**config.mk**
```make
export PLATFORM = sky130hd
export DESIGN_NAME = moving_average_param
export DESIGN_NICKNAME = d
export VERILOG_FILES = /design/src/rtl/moving_average_param.sv
export SDC_FILE = /design/constraint.sdc
export NUM_CORES = 1
export LEC_CHECK = 0
export CORE_MARGIN = 2
export CORE_UTILIZATION = 55
export DETAILED_ROUTE_END_ITERATION = 10
export PLACE_DENSITY = 0.73
export REMOVE_ABC_BUFFERS = 1
export SLEW_MARGIN = 20
export SYNTH_ARGS = -nofsm -noshare
export SYNTH_HDL_FRONTEND = slang
export SYNTH_SLANG_ARGS = --single-unit
```
**constraint.sdc**
```tcl
create_clock -name clk -period 5.11 [get_ports clk]
set_input_delay 1.022 -clock clk [delete_from_list [all_inputs] [get_ports clk]]
set_output_delay 1.022 -clock clk [all_outputs]
set_load 0.05 [all_outputs]
```
**src/rtl/moving_average_param.sv**
```systemverilog
// Boxcar averager over a runtime-selected power-of-two window (1..2^LOG2_MAX_WIN samples).
// Define MAVG_ROUND_EN to round the average half-up instead of truncating it.
module moving_average_param #(
    parameter int DATA_W       = 10,
    parameter int LOG2_MAX_WIN = 4,
    parameter int SEL_W        = 3
) (
    input  logic              clk,
    input  logic              rst_n,
    input  logic              ena,
    input  logic              strobe_in,
    input  logic [DATA_W-1:0] data_in,
    input  logic [SEL_W-1:0]  win_sel,
    output logic [DATA_W-1:0] data_out,
    output logic              strobe_out,
    output logic              primed,
    output logic              overrun
);

    localparam int DEPTH = 1 << LOG2_MAX_WIN;
    localparam int PW    = LOG2_MAX_WIN;
    localparam int FW    = LOG2_MAX_WIN + 1;
    localparam int SUM_W = DATA_W + LOG2_MAX_WIN;
    localparam int KW    = $clog2(LOG2_MAX_WIN + 1);

    typedef enum logic [1:0] {
        IDLE = 2'd0,
        READ = 2'd1,
        ACC  = 2'd2,
        OUT  = 2'd3
    } state_t;

    state_t            state_q;
    logic [2:0]        sync_q;
    logic              edge_det;
    logic [KW-1:0]     k_sel;
    logic [KW-1:0]     k_q;
    logic [FW-1:0]     win;
    logic [PW-1:0]     wr_ptr_q;
    logic [PW-1:0]     rd_addr;
    logic [FW-1:0]     fill_q;
    logic [FW-1:0]     fill_d;
    logic              full;
    logic [SUM_W-1:0]  sum_q;
    logic [SUM_W-1:0]  sum_d;
    logic [DATA_W-1:0] cur_q;
    logic [DATA_W-1:0] pend_data_q;
    logic              pend_q;
    logic [DATA_W-1:0] oldest_q;
    logic [DATA_W-1:0] avg_d;
    logic [DATA_W-1:0] data_out_q;
    logic              strobe_out_q;
    logic              primed_q;
    logic              overrun_q;

    logic [DATA_W-1:0] sample_mem [DEPTH];

`ifdef MAVG_ROUND_EN
    logic [SUM_W:0]    rnd_add;
`endif

    // Two synchroniser stages followed by one history flop for the rising-edge detect.
    always_ff @(posedge clk or negedge rst_n) begin
        if (!rst_n) begin
            sync_q <= '0;
        end else begin
            sync_q <= {sync_q[1:0], strobe_in};
        end
    end

    assign edge_det = sync_q[1] & ~sync_q[2];

    always_comb begin
        if (32'(win_sel) > 32'(LOG2_MAX_WIN)) begin
            k_sel = KW'(LOG2_MAX_WIN);
        end else begin
            k_sel = KW'(win_sel);
        end
    end

    // At the full window the read address equals the write address; the read-first RAM returns the old sample.
    assign win     = FW'(1) << k_q;
    assign rd_addr = wr_ptr_q - win[PW-1:0];
    assign full    = (fill_q == win);

    always_comb begin
        sum_d  = sum_q + SUM_W'(cur_q) - (full ? SUM_W'(oldest_q) : SUM_W'(0));
        fill_d = full ? fill_q : fill_q + FW'(1);
    end

`ifdef MAVG_ROUND_EN
    always_comb begin
        rnd_add = '0;
        if (k_q != '0) begin
            rnd_add = (SUM_W + 1)'(1) << (k_q - KW'(1));
        end
        avg_d = DATA_W'(({1'b0, sum_d} + rnd_add) >> k_q);
    end
`else
    always_comb begin
        avg_d = DATA_W'(sum_d >> k_q);
    end
`endif

    always_ff @(posedge clk) begin
        if (state_q == READ) begin
            sample_mem[wr_ptr_q] <= cur_q;
            oldest_q             <= sample_mem[rd_addr];
        end
    end

    always_ff @(posedge clk or negedge rst_n) begin
        if (!rst_n) begin
            state_q      <= IDLE;
            k_q          <= '0;
            wr_ptr_q     <= '0;
            fill_q       <= '0;
            sum_q        <= '0;
            cur_q        <= '0;
            pend_data_q  <= '0;
            pend_q       <= 1'b0;
            data_out_q   <= '0;
            strobe_out_q <= 1'b0;
            primed_q     <= 1'b0;
            overrun_q    <= 1'b0;
        end else begin
            strobe_out_q <= 1'b0;
            case (state_q)
                IDLE: begin
                    k_q <= k_sel;
                    if (k_sel != k_q) begin
                        sum_q     <= '0;
                        fill_q    <= '0;
                        primed_q  <= 1'b0;
                        overrun_q <= 1'b0;
                    end
                    if (!ena) begin
                        pend_q <= 1'b0;
                    end else if (pend_q) begin
                        // The held edge wins; a fresh edge in this same cycle has nowhere to go.
                        cur_q   <= pend_data_q;
                        pend_q  <= 1'b0;
                        state_q <= READ;
                        if (edge_det) begin
                            overrun_q <= 1'b1;
                        end
                    end else if (edge_det) begin
                        cur_q   <= data_in;
                        state_q <= READ;
                    end
                end
                READ: begin
                    state_q <= ACC;
                end
                ACC: begin
                    sum_q        <= sum_d;
                    fill_q       <= fill_d;
                    wr_ptr_q     <= wr_ptr_q + PW'(1);
                    data_out_q   <= avg_d;
                    strobe_out_q <= 1'b1;
                    primed_q     <= (fill_d == win);
                    state_q      <= OUT;
                end
                OUT: begin
                    state_q <= IDLE;
                end
                default: begin
                    state_q <= IDLE;
                end
            endcase

            if (state_q != IDLE) begin
                if (!ena) begin
                    pend_q <= 1'b0;
                end else if (edge_det) begin
                    if (pend_q) begin
                        overrun_q <= 1'b1;
                    end else begin
                        pend_q      <= 1'b1;
                        pend_data_q <= data_in;
                    end
                end
            end
        end
    end

    assign data_out   = data_out_q;
    assign strobe_out = strobe_out_q;
    assign primed     = primed_q;
    assign overrun    = overrun_q;

endmodule
```
==> results of run 1 <==
[worst paths after layout]
check	startpoint	end	slack, ps	cells after the start
worst min-delay path	rst_n	sum_q[11]	340	1
max in group asynchronous	rst_n	cur_q[3]	3810	2
worst max register to register	k_q[2]	data_out[4]	450	16
worst min register to register	sync_q[0]	sync_q[1]	360	0
min in group clk	sync_q[0]	sync_q[1]	360	0
worst max-delay path	k_q[2]	data_out[4]	450	16
[flip-flops by register name, summed over array words and instances, names as in the netlist, 2 cells and up]
signal / cells
k_q: 3
wr_ptr_q: 4
fill_q: 5
pend_data_q: 10
sum_q: 14
data_out: 10
cur_q: 10
state_q: 2
oldest_q: 10
sample_mem: 160
sync_q: 3
[logic make-up (layout without fill, tap and decap cells)]
group	Yosys count	in the layout
flip-flops	235	235
buffers and inverters	102	141
adder cells (fa/ha/maj)	36	36
AND/OR/NAND/NOR	161	161
XOR/XNOR	29	29
multiplexers	86	86
AO/OA/AOI/OAI	138	138
[per-stage QoR]
stage | hold WS, ps | setup WS [ps] | instance area [µm²]
2_1_floorplan | 331.2 | 771.8 | 10810
3_3_place_gp | 338.4 | 694.2 | 11570
3_5_place_dp | 348.4 | 536.0 | 11570
4_1_cts | 330.1 | 520.0 | 12350
5_1_grt | 343.3 | 118.1 | 12370
6_report | 337.0 | 448.1 | 12370
[worst max-delay path, stage by stage, from the launching register on]
cell and delay [ps]:
sky130_fd_sc_hd__dfrtp_1 470, sky130_fd_sc_hd__buf_4 240, sky130_fd_sc_hd__nor2b_1 170, sky130_fd_sc_hd__nand2_1 130
sky130_fd_sc_hd__a211oi_1 350, sky130_fd_sc_hd__o21a_2 320, sky130_fd_sc_hd__and3_1 220, sky130_fd_sc_hd__fa_1 460
sky130_fd_sc_hd__fa_1 460, sky130_fd_sc_hd__nor2b_1 170, sky130_fd_sc_hd__o2111ai_1 210, sky130_fd_sc_hd__nand4b_1 160
sky130_fd_sc_hd__nor3b_1 520, sky130_fd_sc_hd__nor2_1 90, sky130_fd_sc_hd__a211oi_1 320, sky130_fd_sc_hd__nor2_1 90
sky130_fd_sc_hd__o221ai_1 200
[layout make-up]
cell class | count | area share, %
Clock buffer | 29 | 5.008
Clock inverter | 15 | 1.305
Inverter | 56 | 1.700
Multi-Input combinational cell | 450 | 31.74
Sequential cell | 235 | 54.43
Tap cell | 265 | 2.681
Timing Repair Buffer | 41 | 3.136
[cell usage in the layout, fill, tap and decap left out, drive strengths merged, types with 11 or more instances in the layout]
cell	instances
a211oi	16
a21oi	32
buf	13
clkbuf	29
clkdlybuf4s50	28
clkinv	11
dfrtp	65
edfxtp	170
fa	11
ha	25
inv	55
mux2	14
mux2i	26
mux4	46
nand2	54
nor2	47
nor2b	14
o21ai	42
xnor2	16
xor2	13
[routing by layer]
metal	global-route usage (%)	share of wire (%)
met4	4.902	1.7
met3	3.166	6.0
met5	0	0
met1	31.89	44
met2	36.04	49
==> reports/summary.log, run 1 <==
[cells_and_area] layout net count 861
[logic_synthesis] synthesized area per cell 13.99 µm²
[timing] Peak Freq 214.5 MHz
[critical_path] kind of capture point of the worst setup path flop
[logic_synthesis] xor and xnor fraction of the mapped netlist area 2.307%
[logic_synthesis] portion of the post-synthesis area used by sequential elements 61.14%
[floorplan] placeable core region 0.01953 mm²
[clocking] number of buffers created by CTS 24
[hold_path] Worst Hold Class in -> async
[timing] slew at the pin with the worst max-slew slack 1171 ps
[timing] Max transition margin 21.61%
[logic_synthesis] portion of netlist area occupied by mux cells 13.21%
[routing] vias after detailed routing 6,557
[flow_run] Max-Cap Viols 0
[logic_synthesis] leading cell types by total area after synthesis sky130_fd_sc_hd__edfxtp_1, sky130_fd_sc_hd__dfrtp_1, sky130_fd_sc_hd__mux4_2, sky130_fd_sc_hd__ha_1, sky130_fd_sc_hd__mux2i_1
[placed_design] Placed Cells 1,047
[global_routing] wire length of the first global-routing pass 36,340 µm
[timing] setup repair after global routing missed its margin false
[cells_and_area] Area growth syn-to-layout 12.33%
[logic_synthesis] portion of synthesized cell area occupied by the leading cell type 46.37%
[timing] Final period util 91.23%
[routing] first-pass iteration count of the detailed router 5
[floorplan] Starting Density 56.38%
[global_routing] GR Overflow Total 0
[cells_and_area] number of antenna repair diodes 0
[global_routing] maximum number of pins on one net before global-route repair 58
[critical_path] worst setup path category reg -> reg
[logic_synthesis] dominant combinational cell family by area after synthesis multiplexers
[routing] post-detailed-route DRC marker count 0
[floorplan] total die area 0.02116 mm²
[routing] number of vias per cell 6.010
[timing] setup violation total in the final timing report 0
[routing] Detailed Route WL 23,040 µm
[timing] Tmin final 4662 ps
[cells_and_area] utilization after layout 63.33%
[routing] Iter 0 DRT Violations 705
[critical_path] Setup crit start kind flop
[logic_synthesis] most common cell in the synthesized netlist sky130_fd_sc_hd__edfxtp_1
[clocking] CTS tree done
[placed_design] IO buf count 29
[logic_synthesis] Synth cell types 59
[clocking] Max clock buf depth 3
[logic_synthesis] top_reg_cell synth sky130_fd_sc_hd__edfxtp_1
[global_routing] global routing usage summed across all routing layers 22.00%
[routing] residual antenna-violating net count after detailed routing 0
[logic_synthesis] cell count after synthesis 787
[logic_synthesis] library cell occupying the most area in the post-synthesis netlist sky130_fd_sc_hd__edfxtp_1
[floorplan] num ports 30
[timing] hold violation count in the final report 0
[floorplan] total number of placement rows 51
[timing] clk_skew 14.44 ps
[critical_path] CP max FO 18
[logic_synthesis] most instantiated cells after synthesis sky130_fd_sc_hd__edfxtp_1, sky130_fd_sc_hd__dfrtp_1, sky130_fd_sc_hd__inv_1
[clocking] cts repair resizes 0
[timing] final total negative setup slack 0 ps
[logic_synthesis] Async S/R FF share, synth 27.66%
[cells_and_area] non-filler instance count after layout 1,091
[clocking] cell chosen for the clock root sky130_fd_sc_hd__clkbuf_16
[cells_and_area] ratio of cells with drive above 1 in the final layout 14.65%
[logic_synthesis] Simple-Gate Fraction of Synth Area 6.796%
[clocking] number of buffers inserted by hold repair at cts 0
[critical_path] worst endpoint data arrival time 5090 ps
[clocking] total number of clock tree sinks 235
[cells_and_area] number of fillers in the final layout 1,460
[routing] Wirelength per Cell 21.12 µm
[critical_path] Required @ worst endpoint 5540 ps
[cells_and_area] Seq. cell area 0.006731 mm²
[clocking] H-tree Lvls 1
[clocking] clock insertion delay at the later pin of the skew report 520 ps
[global_routing] via count of the first global-routing pass 6,482
[logic_synthesis] adder-cell area share of the yosys netlist 4.841%
[logic_synthesis] cell area after synthesis 0.01101 mm²
[logic_synthesis] #FFs+latches synth 235
[outcome] status completed
[floorplan] Die Height 145.5 µm
[logic_synthesis] compound-cell area share of the yosys netlist 8.001%
[cells_and_area] area taken by multi-input logic gates 0.003925 mm²
[global_routing] initial antenna violation count 0
[logic_synthesis] number of enable-type register cells in the synthesized netlist 170
[timing] pins over their slew limit 0
[floorplan] Die Width 145.5 µm
[logic_synthesis] Yosys warning count 0
[placed_design] final weighted congestion in routability-driven placement 0.9237
[clocking] post-CTS setup repair buffer count 0
[clocking] clock slew at reported path FFs 60 ps
[placed_design] HPWL after detailed placement 14,830 µm
Power of run 1 is left out: the tool's default activity adds up to more than one toggle a clock period on the data nets, which glitch-free logic cannot reach.
==> inputs of run 2 (changes only) <==
--- a/config.mk
+++ b/config.mk
@@ -5,10 +5,12 @@
 export SDC_FILE = /design/constraint.sdc
 export NUM_CORES = 1
 export LEC_CHECK = 0
+export CELL_PAD_IN_SITES_DETAIL_PLACEMENT = 1
+export CELL_PAD_IN_SITES_GLOBAL_PLACEMENT = 2
 export CORE_MARGIN = 2
-export CORE_UTILIZATION = 55
+export CORE_UTILIZATION = 41
 export DETAILED_ROUTE_END_ITERATION = 10
-export PLACE_DENSITY = 0.73
+export PLACE_DENSITY = 0.78
 export REMOVE_ABC_BUFFERS = 1
 export SLEW_MARGIN = 20
 export SYNTH_ARGS = -nofsm -noshare
==> constraint.sdc (replaced) <==
create_clock -name clk -period 3.78 [get_ports clk]
set_input_delay 0.756 -clock clk [delete_from_list [all_inputs] [get_ports clk]]
set_output_delay 0.756 -clock clk [all_outputs]
set_load 0.05 [all_outputs]
==> run 2 against run 1 <==
Compared with the run above:
- the run now ends with negative setup slack left
- fmax up 12%
- via count up 5.6%
- cell count up 15%
- routed wire length up 23%
- sequential share of layout area down 5.1 points
- critical path type unchanged
==> reports/summary.log, run 2 (same netlist as run 1, synthesis figures left out) <==
[outcome] status finished, violations left
[outcome] failing checks negative setup slack
[clocking] H-tree Lvls 1 [unchanged]
[critical_path] kind of capture point of the worst setup path flop
[global_routing] wire length of the first global-routing pass 44,590 µm [+23%]
[cells_and_area] max FFs per register 160 [unchanged]
[global_routing] global routing usage summed across all routing layers 20.52% [-1.5 points]
[cells_and_area] Area growth syn-to-layout 24.04%
[routing] post-detailed-route DRC marker count 0 [unchanged]
[cells_and_area] number of antenna repair diodes 0 [unchanged]
[cells_and_area] area taken by multi-input logic gates 0.004349 mm² [+11%]
[global_routing] GR Overflow Total 0 [unchanged]
[timing] Tmin final 4151 ps [-511.3 ps]
[placed_design] Placed Cells 1,199 [+15%]
[critical_path] Setup crit start kind flop
[cells_and_area] Seq. cell area 0.006731 mm² [unchanged]
[timing] Max transition margin 28.43% [+6.8 points]
[flow_run] Max-Cap Viols 0 [unchanged]
[placed_design] IO buf count 29 [unchanged]
[clocking] clock insertion delay at the later pin of the skew report 560 ps [+40 ps]
[routing] Wirelength per Cell 22.73 µm [+7.6%]
[cells_and_area] registers with the most flip-flops sample_mem: 160 flops, sum_q: 14 flops
[floorplan] Die Height 167.9 µm [+15%]
[routing] first-pass iteration count of the detailed router 4 [-1]
[cells_and_area] commonest non-fill, non-tap cell in the layout sky130_fd_sc_hd__edfxtp_1
[floorplan] total number of placement rows 59 [+16%]
[cells_and_area] utilization after layout 52.11% [-11 points]
[floorplan] num ports 30 [unchanged]
[critical_path] worst setup path category reg -> reg
[timing] setup violation total in the final timing report 11 [+11]
[critical_path] worst endpoint data arrival time 4570 ps [-520 ps]
[critical_path] Required @ worst endpoint 4200 ps [-1340 ps]
[global_routing] initial antenna violation count 0 [unchanged]
[routing] number of vias per cell 5.533 [-7.9%]
[timing] hold violation count in the final report 0 [unchanged]
[global_routing] maximum number of pins on one net before global-route repair 60 [+3.4%]
[cells_and_area] layout net count 952 [+11%]
[clocking] Max clock buf depth 3 [unchanged]
[timing] final worst slack -370.7 ps [-818.7 ps]
[cells_and_area] number of fillers in the final layout 2,527 [+73%]
[routing] Iter 0 DRT Violations 316 [-55%]
[cells_and_area] commonest non-fill, non-tap cells in the layout sky130_fd_sc_hd__edfxtp_1, sky130_fd_sc_hd__buf_4, sky130_fd_sc_hd__dfrtp_1
[placed_design] final weighted congestion in routability-driven placement 0.8268 [-10%]
[global_routing] via count of the first global-routing pass 7,586 [+17%]
[routing] highest routing layer actually used met4
[cells_and_area] ratio of cells with drive above 1 in the final layout 30.68% [+16 points]
[clocking] total number of clock tree sinks 235 [unchanged]
[hold_path] Worst Hold Class in -> async
[critical_path] CP max FO 6 [-12]
[timing] setup repair after global routing missed its margin true
[timing] clk_skew 15.48 ps [+1.036 ps]
[timing] slew at the pin with the worst max-slew slack 1070 ps [-101.9 ps]
[routing] total met3 wirelength after detailed routing 1176 µm [-15%]
[routing] Detailed Route WL 28,430 µm [+23%]
[placed_design] HPWL after detailed placement 18,570 µm [+25%]
[routing] met1 wire length 12,400 µm [+23%]
[timing] hold slack 44.78 ps [-292.2 ps]
[routing] vias after detailed routing 6,922 [+5.6%]
[floorplan] total die area 0.02818 mm² [+33%]
[routing] total length of routed met2 wires 14,110 µm [+26%]
[clocking] CTS tree done
[timing] Final period util 109.8% [+19 points]
[placed_design] worst setup slack after placement -508.3 ps [-1044 ps]
[clocking] number of buffers created by CTS 26 [+8.3%]
[floorplan] Die Width 167.9 µm [+15%]
[clocking] number of buffers inserted by hold repair at cts 0 [unchanged]
[clocking] cell chosen for the clock root sky130_fd_sc_hd__clkbuf_16
[cells_and_area] register with the highest flop count sample_mem
[timing] Peak Freq 240.9 MHz [+12%]
[timing] pins over their slew limit 0 [unchanged]
[cells_and_area] non-filler instance count after layout 1,251 [+15%]
[clocking] clock slew at reported path FFs 60 ps [about the same]
[routing] residual antenna-violating net count after detailed routing 0 [unchanged]
[floorplan] Starting Density 42.01% [-14 points]
[floorplan] placeable core region 0.02621 mm² [+34%]
-- run 2: cell count changes in the layout (fill, tap and decap cells not counted), moves of 9 or more --
cell,previous run,this run
sky130_fd_sc_hd__o21ai_0,35,24
sky130_fd_sc_hd__buf_4,11,93
sky130_fd_sc_hd__ha_4,0,9
sky130_fd_sc_hd__a21oi_2,0,11
sky130_fd_sc_hd__ha_1,24,14
sky130_fd_sc_hd__a21oi_1,32,20
-- run 2: critical path, cell delays in order (launching register included) --
cell and delay, ps:
sky130_fd_sc_hd__dfrtp_1 400, sky130_fd_sc_hd__or3b_1 410, sky130_fd_sc_hd__o21a_1 190, sky130_fd_sc_hd__a31oi_2 190, sky130_fd_sc_hd__o21a_4 210, sky130_fd_sc_hd__and3_4 200
sky130_fd_sc_hd__fa_2 470, sky130_fd_sc_hd__inv_2 110, sky130_fd_sc_hd__ha_4 220, sky130_fd_sc_hd__a211oi_4 210, sky130_fd_sc_hd__o211a_1 230, sky130_fd_sc_hd__o21bai_4 90
sky130_fd_sc_hd__o21a_1 200, sky130_fd_sc_hd__xnor2_1 140, sky130_fd_sc_hd__buf_4 160, sky130_fd_sc_hd__nor2_1 50, sky130_fd_sc_hd__a211oi_1 460, sky130_fd_sc_hd__o31ai_2 100
-- run 2: path summary, 6_finish.rpt --
| path | slack [ps] | end | start | depth (start not counted) |
|---|---|---|---|---|
| max in group asynchronous | 2690 | fill_q[3] | rst_n | 2 |
| min | 40 | sum_q[9] | rst_n | 1 |
| max | -370 | data_out[5] | k_q[2] | 17 |
| min in group clk | 360 | sync_q[1] | sync_q[0] | 0 |
| max reg2reg | -370 | data_out[5] | k_q[2] | 17 |
| min reg2reg | 360 | sync_q[1] | sync_q[0] | 0 |
-- run 2: metal layers --
layer	GRT usage, %	vias to the layer above
li1	-	3130
met1	27.65	3580
met2	34.46	154
met3	3.056	58
met4	6.730	0
met5	0	-
-- run 2: cell type report --
type / instances / area share (%)
timing repair buffer: 130 / 8.118
clock inverter: 14 / 0.9071
tap: 335 / 3.069
sequential: 235 / 49.29
inverter: 56 / 1.558
multi-input combinational: 450 / 31.85
clock buffer: 31 / 5.204
-- run 2: through the flow --
stage	TNS (ps)	instance area (µm²)
6_report	-2654	13660
5_1_grt	-4209	13660
4_1_cts	-2455	13450
3_5_place_dp	-4715	12270
3_3_place_gp	-2499	12270
2_1_floorplan	-6455	10810
-- run 2: timing repair --
action,CTS,global route
resized for setup,61,43
pin swaps,25,27
buffers inserted,6,2
endpoints found under the setup margin,16,20
Power of run 2 is left out for the same reason.
